$ cat src/rtl/program_select_ctl.sv
// Front-panel command selector: synchronises and debounces the command buttons,
// then issues one program_selector value per press and holds it until the processor acks.
module program_select_ctl #(
  parameter int NBTN        = 4,
  parameter int DB_CYCLES   = 4,
  parameter int HOLD_CYCLES = 2,
  parameter int SEL_WIDTH   = 32
) (
  input  logic                 clock,
  input  logic                 reset,
  input  logic [NBTN-1:0]      btn,
  input  logic                 busy,
  input  logic                 ack,
  output logic [SEL_WIDTH-1:0] program_selector,
  output logic                 start,
  output logic                 pending,
  output logic [NBTN-1:0]      btn_clean
);

  localparam int IW = (NBTN > 1) ? $clog2(NBTN) : 1;
  localparam int CW = (DB_CYCLES > 1) ? $clog2(DB_CYCLES) : 1;
  localparam int HW = (HOLD_CYCLES > 1) ? $clog2(HOLD_CYCLES) : 1;
  localparam logic [CW-1:0] DB_MAX = CW'(DB_CYCLES - 1);
  localparam logic [HW-1:0] HOLD_MAX = HW'(HOLD_CYCLES - 1);

  typedef enum logic [1:0] {
    ST_IDLE,
    ST_HOLD,
    ST_WAIT_ACK,
    ST_RELEASE
  } state_t;

  state_t          state, state_n;
  logic [NBTN-1:0] sync1, sync2, clean_d, rise;
  logic [CW-1:0]   cnt [NBTN];
  logic [IW-1:0]   qidx, qidx_n, win;
  logic [HW-1:0]   hcnt, hcnt_n;
  logic [SEL_WIDTH-1:0] sel_n;
  logic            start_n, pend_n, any_rise;

  // Synchroniser, per-button debounce and edge-detect history
  always_ff @(posedge clock) begin
    if (reset) begin
      sync1     <= '0;
      sync2     <= '0;
      btn_clean <= '0;
      clean_d   <= '0;
      for (int unsigned i = 0; i < NBTN; i++) cnt[i] <= '0;
    end else begin
      sync1   <= btn;
      sync2   <= sync1;
      clean_d <= btn_clean;
      for (int unsigned i = 0; i < NBTN; i++) begin
        if (sync2[i] == btn_clean[i]) begin
          cnt[i] <= '0;
        end else if (cnt[i] == DB_MAX) begin
          btn_clean[i] <= sync2[i];
          cnt[i]       <= '0;
        end else begin
          cnt[i] <= cnt[i] + CW'(1);
        end
      end
    end
  end

  assign rise     = btn_clean & ~clean_d;
  assign any_rise = |rise;

  // Lowest-index rising edge wins
  always_comb begin
    logic found;
    win   = '0;
    found = 1'b0;
    for (int unsigned i = 0; i < NBTN; i++) begin
      if (rise[i] && !found) begin
        win   = IW'(i);
        found = 1'b1;
      end
    end
  end

  always_ff @(posedge clock) begin
    if (reset) begin
      state            <= ST_IDLE;
      program_selector <= '0;
      start            <= 1'b0;
      pending          <= 1'b0;
      qidx             <= '0;
      hcnt             <= '0;
    end else begin
      state            <= state_n;
      program_selector <= sel_n;
      start            <= start_n;
      pending          <= pend_n;
      qidx             <= qidx_n;
      hcnt             <= hcnt_n;
    end
  end

  always_comb begin
    state_n = state;
    sel_n   = program_selector;
    start_n = 1'b0;
    pend_n  = pending;
    qidx_n  = qidx;
    hcnt_n  = hcnt;
    unique case (state)
      ST_IDLE: begin
        // A queued command takes precedence over any fresh edge in the same cycle
        if (pending && !busy) begin
          sel_n   = SEL_WIDTH'(qidx) + SEL_WIDTH'(1);
          start_n = 1'b1;
          pend_n  = 1'b0;
          hcnt_n  = '0;
          state_n = ST_HOLD;
        end else if (any_rise && !busy) begin
          sel_n   = SEL_WIDTH'(win) + SEL_WIDTH'(1);
          start_n = 1'b1;
          hcnt_n  = '0;
          state_n = ST_HOLD;
        end else if (any_rise && busy && !pending) begin
          qidx_n = win;
          pend_n = 1'b1;
        end
      end
      ST_HOLD: begin
        if (hcnt == HOLD_MAX) state_n = ST_WAIT_ACK;
        else                  hcnt_n  = hcnt + HW'(1);
      end
      ST_WAIT_ACK: begin
        if (ack) begin
          sel_n   = '0;
          state_n = ST_RELEASE;
        end
      end
      ST_RELEASE: begin
        if (!(|btn_clean)) state_n = ST_IDLE;
      end
      default: state_n = ST_IDLE;
    endcase
  end

endmodule

$ cat config.mk
export PLATFORM = sky130hd
export DESIGN_NAME = program_select_ctl
export DESIGN_NICKNAME = d
export VERILOG_FILES = /design/src/rtl/program_select_ctl.sv
export SDC_FILE = /design/constraint.sdc
export NUM_CORES = 1
export LEC_CHECK = 0
export CAP_MARGIN = 40
export CORE_MARGIN = 1
export CORE_UTILIZATION = 50
export DETAILED_ROUTE_END_ITERATION = 7
export DONT_BUFFER_PORTS = 1
export GPL_TIMING_DRIVEN = 0
export MAX_ROUTING_LAYER = met4
export PLACE_DENSITY = 0.64
export SYNTH_ARGS = -nofsm -noshare
export SYNTH_HDL_FRONTEND = slang
export SYNTH_SLANG_ARGS = --single-unit
export TNS_END_PERCENT = 50
$ cat constraint.sdc
create_clock -name clock -period 1.8 [get_ports clock]
set_clock_uncertainty 0.2 [all_clocks]
set_input_delay 0.09 -clock clock [delete_from_list [all_inputs] [get_ports clock]]
set_output_delay 0.09 -clock clock [all_outputs]
set_load 0.02 [all_outputs]
After elaboration in Yosys (flattened, before gate mapping) --
Memories as Yosys holds them, arrays and structs flattened. Cells that the tools add are included.
Storage, ports and cells: word-level logic and storage cells 169, memories 1, input bits 8, bits in registers 55, output and inout port bits 38, bits in writable memories 8
Memories:
- cnt | depth 4, bits a word 2, rd ports 4, clocked after Yosys merged registers in 0, wr ports 4, line 35 | logic [CW-1:0] cnt [NBTN];
Operators by class: reductions and logical operators 28, muxes and demuxes 83, add/sub/neg operators 7, equal/unequal tests 16, bitwise logic cells 21
Operators with widths (number):
- two-way mux 32 bit | 3
- case mux 32 bit (2 select lines) | 1
- two-way mux 1 bit | 58
- two-way mux 2 bit | 19
- == test 2 bit, second input constant | 6
- bitwise OR 1 bit | 12
- AND reduction 2 bit | 5
- adder 2 x 1 -> 2 bit, second input constant | 4
- != test 2 bit, second input constant | 4
- case mux 2 bit (4 select lines) | 1
- AND reduction 4 bit | 2
- OR reduction 4 bit | 2
- logical AND 1 bit | 7
- NOT 1 bit | 7
- adder 2 x 1 -> 3 bit, second input constant | 2
- AND reduction 3 bit | 2
- nonzero test 2 bit | 3
- logical NOT 1 bit | 5
- bitwise AND 4 bit | 1
- == test 1 bit | 4
- NOT 4 bit | 1
- != test 3 bit, second input constant | 1
- == test 2 x 1 -> 1 bit, second input constant | 1
- logical NOT 2 bit | 1
- 3 further kinds | 3

Depth between registers and ports, before layout --
depth after elaboration 16, depth in mapped cells 6, mapped depth without buffers 6

Worst setup path before layout --
No wires, ideal clock.
path type register -> register, from register btn_clean[3], to register program_selector[1], arrival 1393 ps, stages on the path, launching flop included 7, setup time 127 ps, setup slack 80 ps, clock period less this slack 1720 ps, path buffers 0, required time 1473 ps, path through dfxtp_1 nand2b_2 and2_1 o31ai_1 ha_1 inv_1 o22ai_1
On the way: word-level cells in the longest chain between the ends 7, elaborated cells on any way between the ends 11, those cells by class 1 x add/sub; 1 x eq/ne; 4 x mux; 1 x bitwise; 4 x reduce/logical
RTL lines:
- start, declared | line 17 | output logic [NBTN-1:0] btn_clean
- start signal, assigned by index | line 57 | btn_clean[i] <= sync2[i];
- bitwise AND 4 bit * | line 66 | assign rise = btn_clean & ~clean_d;
- logical AND 1 bit | line 75 | if (rise[i] && !found) begin
- two-way mux 2 bit | line 75
- adder 2 x 1 -> 3 bit | line 117 | sel_n = SEL_WIDTH'(win) + SEL_WIDTH'(1);
- two-way mux 32 bit | line 116 | end else if (any_rise && !busy) begin
- two-way mux 32 bit | line 110 | if (pending && !busy) begin
- case mux 32 bit (2 select lines) | line 107 | unique case (state)
- end signal, assigned | line 92 | program_selector <= sel_n;
- end, declared | line 14 | output logic [SEL_WIDTH-1:0] program_selector,
Every way passes the cells marked *; elsewhere a longest branch is shown, timed or not. The select of a mux whose other input is x is not followed. A chain may end at the register's enable or synchronous reset.

Final worst setup path --
from register state[1], to register program_selector[2]
On the way: word-level cells in the longest chain between the ends 3, elaborated cells on any way between the ends 7, those cells by class 3 x eq/ne; 1 x mux; 3 x reduce/logical
RTL lines:
- start, declared | line 33 | state_t state, state_n;
- start signal, assigned | line 91 | state <= state_n;
- == test 2 bit / logical NOT 2 bit (equally long branches) | line 107
- != test 2 bit (no line) (tied with other cells)
- AND reduction 3 bit (no line)
Several ways; a longest one is shown, not always the timed one.

==> results.md <==
- Area Growth Syn to Fin: 25.6%
- Multi-input logic area: about 880 sq um
- Largest net degree at the start of global routing: 13
- Worst path required time: 1860 ps
- Fmax achieved: between 0.5 and 0.6 GHz
- DR vias: around 1200
- Synth Register Bits: 34
- Seq/Total Area, Yosys: 0.433
- Post-synth EDFFs: 8
- Post-synth top cells: buf_4 (29), dfxtp_1 (26), nor2b_1 (16)
- Sequential power share: 0.461
- Global-route wire length before repair: 4410 microns
- Io pins: 46
- Synth warn: 0
- 1st-iter DRT viols: 19
- Post-synthesis cell count: about 180
- Clk slew on worst S/H paths: roughly 110 ps
- Critical path arrival: roughly 1800 ps
- Routed WL: approximately 2800 microns
- Antenna cell count: 0
- Fin. Hold Viols: 0
- GRT Overall Usage: 0.168
- CTS sink cnt: 34
- # nets final: ~250
- CP Class: flip-flop to flip-flop
- TNS Setup: 0 ps
- Wire per inst: around 10 microns
- Final Max Slew Viols: 0
- Max-Cap Viols: 0
- Post-DP HPWL: 2100 microns
- Routed vias/inst: ~4.4
- Die width: around 60 microns
- Internal: ~1.4 mW
- Switch Pwr: between 0.4 and 0.5 mW
- GRT overflow: 0
- Area contributors post-synth: dfxtp_1 (30%), edfxtp_1 (14%), buf_4 (12%)
- First-pass detailed-route iteration total: 4
- Cell variety after synth: 38
- Clock power share: 0.394
- # port buffers: 0
- Post-synth top area cell: dfxtp_1
- Vias in the first global route: between 1000 and 1500
- Routability cong.: 0.689
- CTS tree: done
- Num CTS Buffers: 5
- Min-delay worst type: primary input to flip-flop
- Rows: 21
- Total power: roughly 1.8 mW
- Worst-skew pair later-pin latency: between 300 and 400 ps
- Final period utilization: 0.939
- # setup viols final: 0
- Core ar.: 3360 sq um
- Switching Share: 0.241
- Die Y: ~61 microns
- H-tree lvl count: 2
- Fin worst setup slack: ~110 ps
- Setup Buffers After CTS: 0
- DIE AREA: 3760 sq um
- Post-synth ARST share: 0
- CTS Root Cell: clkbuf_4
- Clock Tree Buf Depth: 2
- Worst slack, placed: -82.1 ps
- Share of the synthesized area in the top cell type: 0.296
- Syn_area_per_cell: roughly 9.8 sq um
- Worst Setup End Kind: flip-flop
- Post-Syn Area: around 1800 sq um
- Sequential standard cell area: between 700 and 800 sq um
- Starting Density: 0.523
- Worst vdd ir: a little over 0.6 mV
- Lkg Pwr: 0.999 nW
- P per Cell Area: slightly above 800 nW/um^2
- Startpoint Class: flip-flop
- Final core occ: 0.657
- DRC violations left: 0
- Combinational Power Share: 0.145
- Antenna violations before repair: 0
- Minimum clock period: roughly 1700 ps
- Most used standard cell by instance count after synthesis: buf_4
- Top_reg_cell synth: dfxtp_1
- Fillcell total: approximately 300
- Share of layout cells above drive strength 1: 0.250
- Routed Antenna Nets: 0
- Crit path max fanout: 7
- Status: finished, final reports clean
critical path, stage by stage (launching register included):
cell and delay (ps):
dfxtp_4 370, inv_1 130, ha_4 200, inv_2 50
or3_1 310, o22a_1 230, o22ai_1 140
path summary, 6_finish.rpt:
| kind | start | endpoint | slack, ps | cells after the start |
|---|---|---|---|---|
| max | state[1] | program_selector[2] | 110 | 6 |
| min | ack | state[0] | 70 | 4 |
| max reg2reg | state[1] | program_selector[2] | 110 | 6 |
| min reg2reg | sync1[2] | sync2[2] | 250 | 1 |
per-stage QoR:
step                      cells  hold WS, ps  cell area, sq um
final                       278         74.8              2210
after floorplan             214         18.2              1890
after CTS                   278         68.2              2160
after global placement      260         23.5              1950
after global routing        278         98.3              2210
after detailed placement    260         24.0              1950
cells in the final DEF, fill, tap and decap left out, types with 3 or more instances in the layout:
cell type / Yosys / final
conb_1: 2 / 37
buf_4: 29 / 29
mux2i_1: 6 / 6
nor2_1: 15 / 15
dfxtp_4: 0 / 5
nand2b_1: 4 / 4
ha_1: 10 / 7
o22ai_1: 3 / 3
edfxtp_1: 8 / 8
inv_1: 13 / 12
xnor2_1: 4 / 4
dlygate4sd3_1: 0 / 10
dfxtp_1: 26 / 19
or3_1: 5 / 5
nand2_1: 4 / 4
nand2b_2: 3 / 3
clkbuf_4: 0 / 5
a21oi_1: 4 / 4
nor2b_1: 16 / 16
routing by layer:
metal / share of wire / up-vias / global-route usage / routed length [microns]
li1: - / 630 / - / -
met3: 0.078 / 7 / 0.0609 / 219
met2: 0.47 / 52 / 0.272 / 1330
met5: 0 / - / - / 0
met1: 0.42 / 541 / 0.179 / 1190
met4: 0.023 / 0 / 0.0909 / 63
power by group through the flow:
stage                     Clock, mW  Combinational [mW]  Sequential [mW]
after detailed placement          0               0.223            0.843
after global placement            0               0.218            0.841
final                         0.703               0.257            0.821
after CTS                     0.715               0.243            0.826
after floorplan                   0               0.203            0.838
after global routing          0.759               0.289            0.825
area by class of cell:
| class | instances | area share |
|---|---|---|
| multi-input combinational | 134 | 0.398 |
| sequential | 34 | 0.354 |
| buffer | 32 | 0.104 |
| timing repair buffer | 10 | 0.0453 |
| clock inverter | 3 | 0.0312 |
| tap | 46 | 0.0261 |
| inverter | 14 | 0.0238 |
| clock buffer | 5 | 0.0170 |
state kept, by name, indices dropped and copies added (netlist names):
signal	count
btn_clean	4
clean_d	4
cnt	8
hcnt	1
pending	1
program_selector	3
qidx	2
start	1
state	2
sync1	4
sync2	4
cells by family (layout without fill, tap and decap cells):
logic type	Yosys count	in the layout	share of synthesized area
other	2	37	0.00427
AND/OR/NAND/NOR	56	56	0.189
XOR/XNOR	4	4	0.0199
adder cells (fa/ha/maj)	10	10	0.0712
multiplexers	6	6	0.0342
flip-flops	34	34	0.433
buffers and inverters	46	64	0.161
AO/OA/AOI/OAI	21	21	0.0875
repair_timing:
action | 4_1_cts | 5_1_grt
setup endpoints to repair | 4 | 6
endpoints found under the hold margin | 25 | 0
hold buffers | 10 | 0
gates resized for setup | 6 | 14
cloned | 0 | 0
Power figures use the tool's default switching activity.
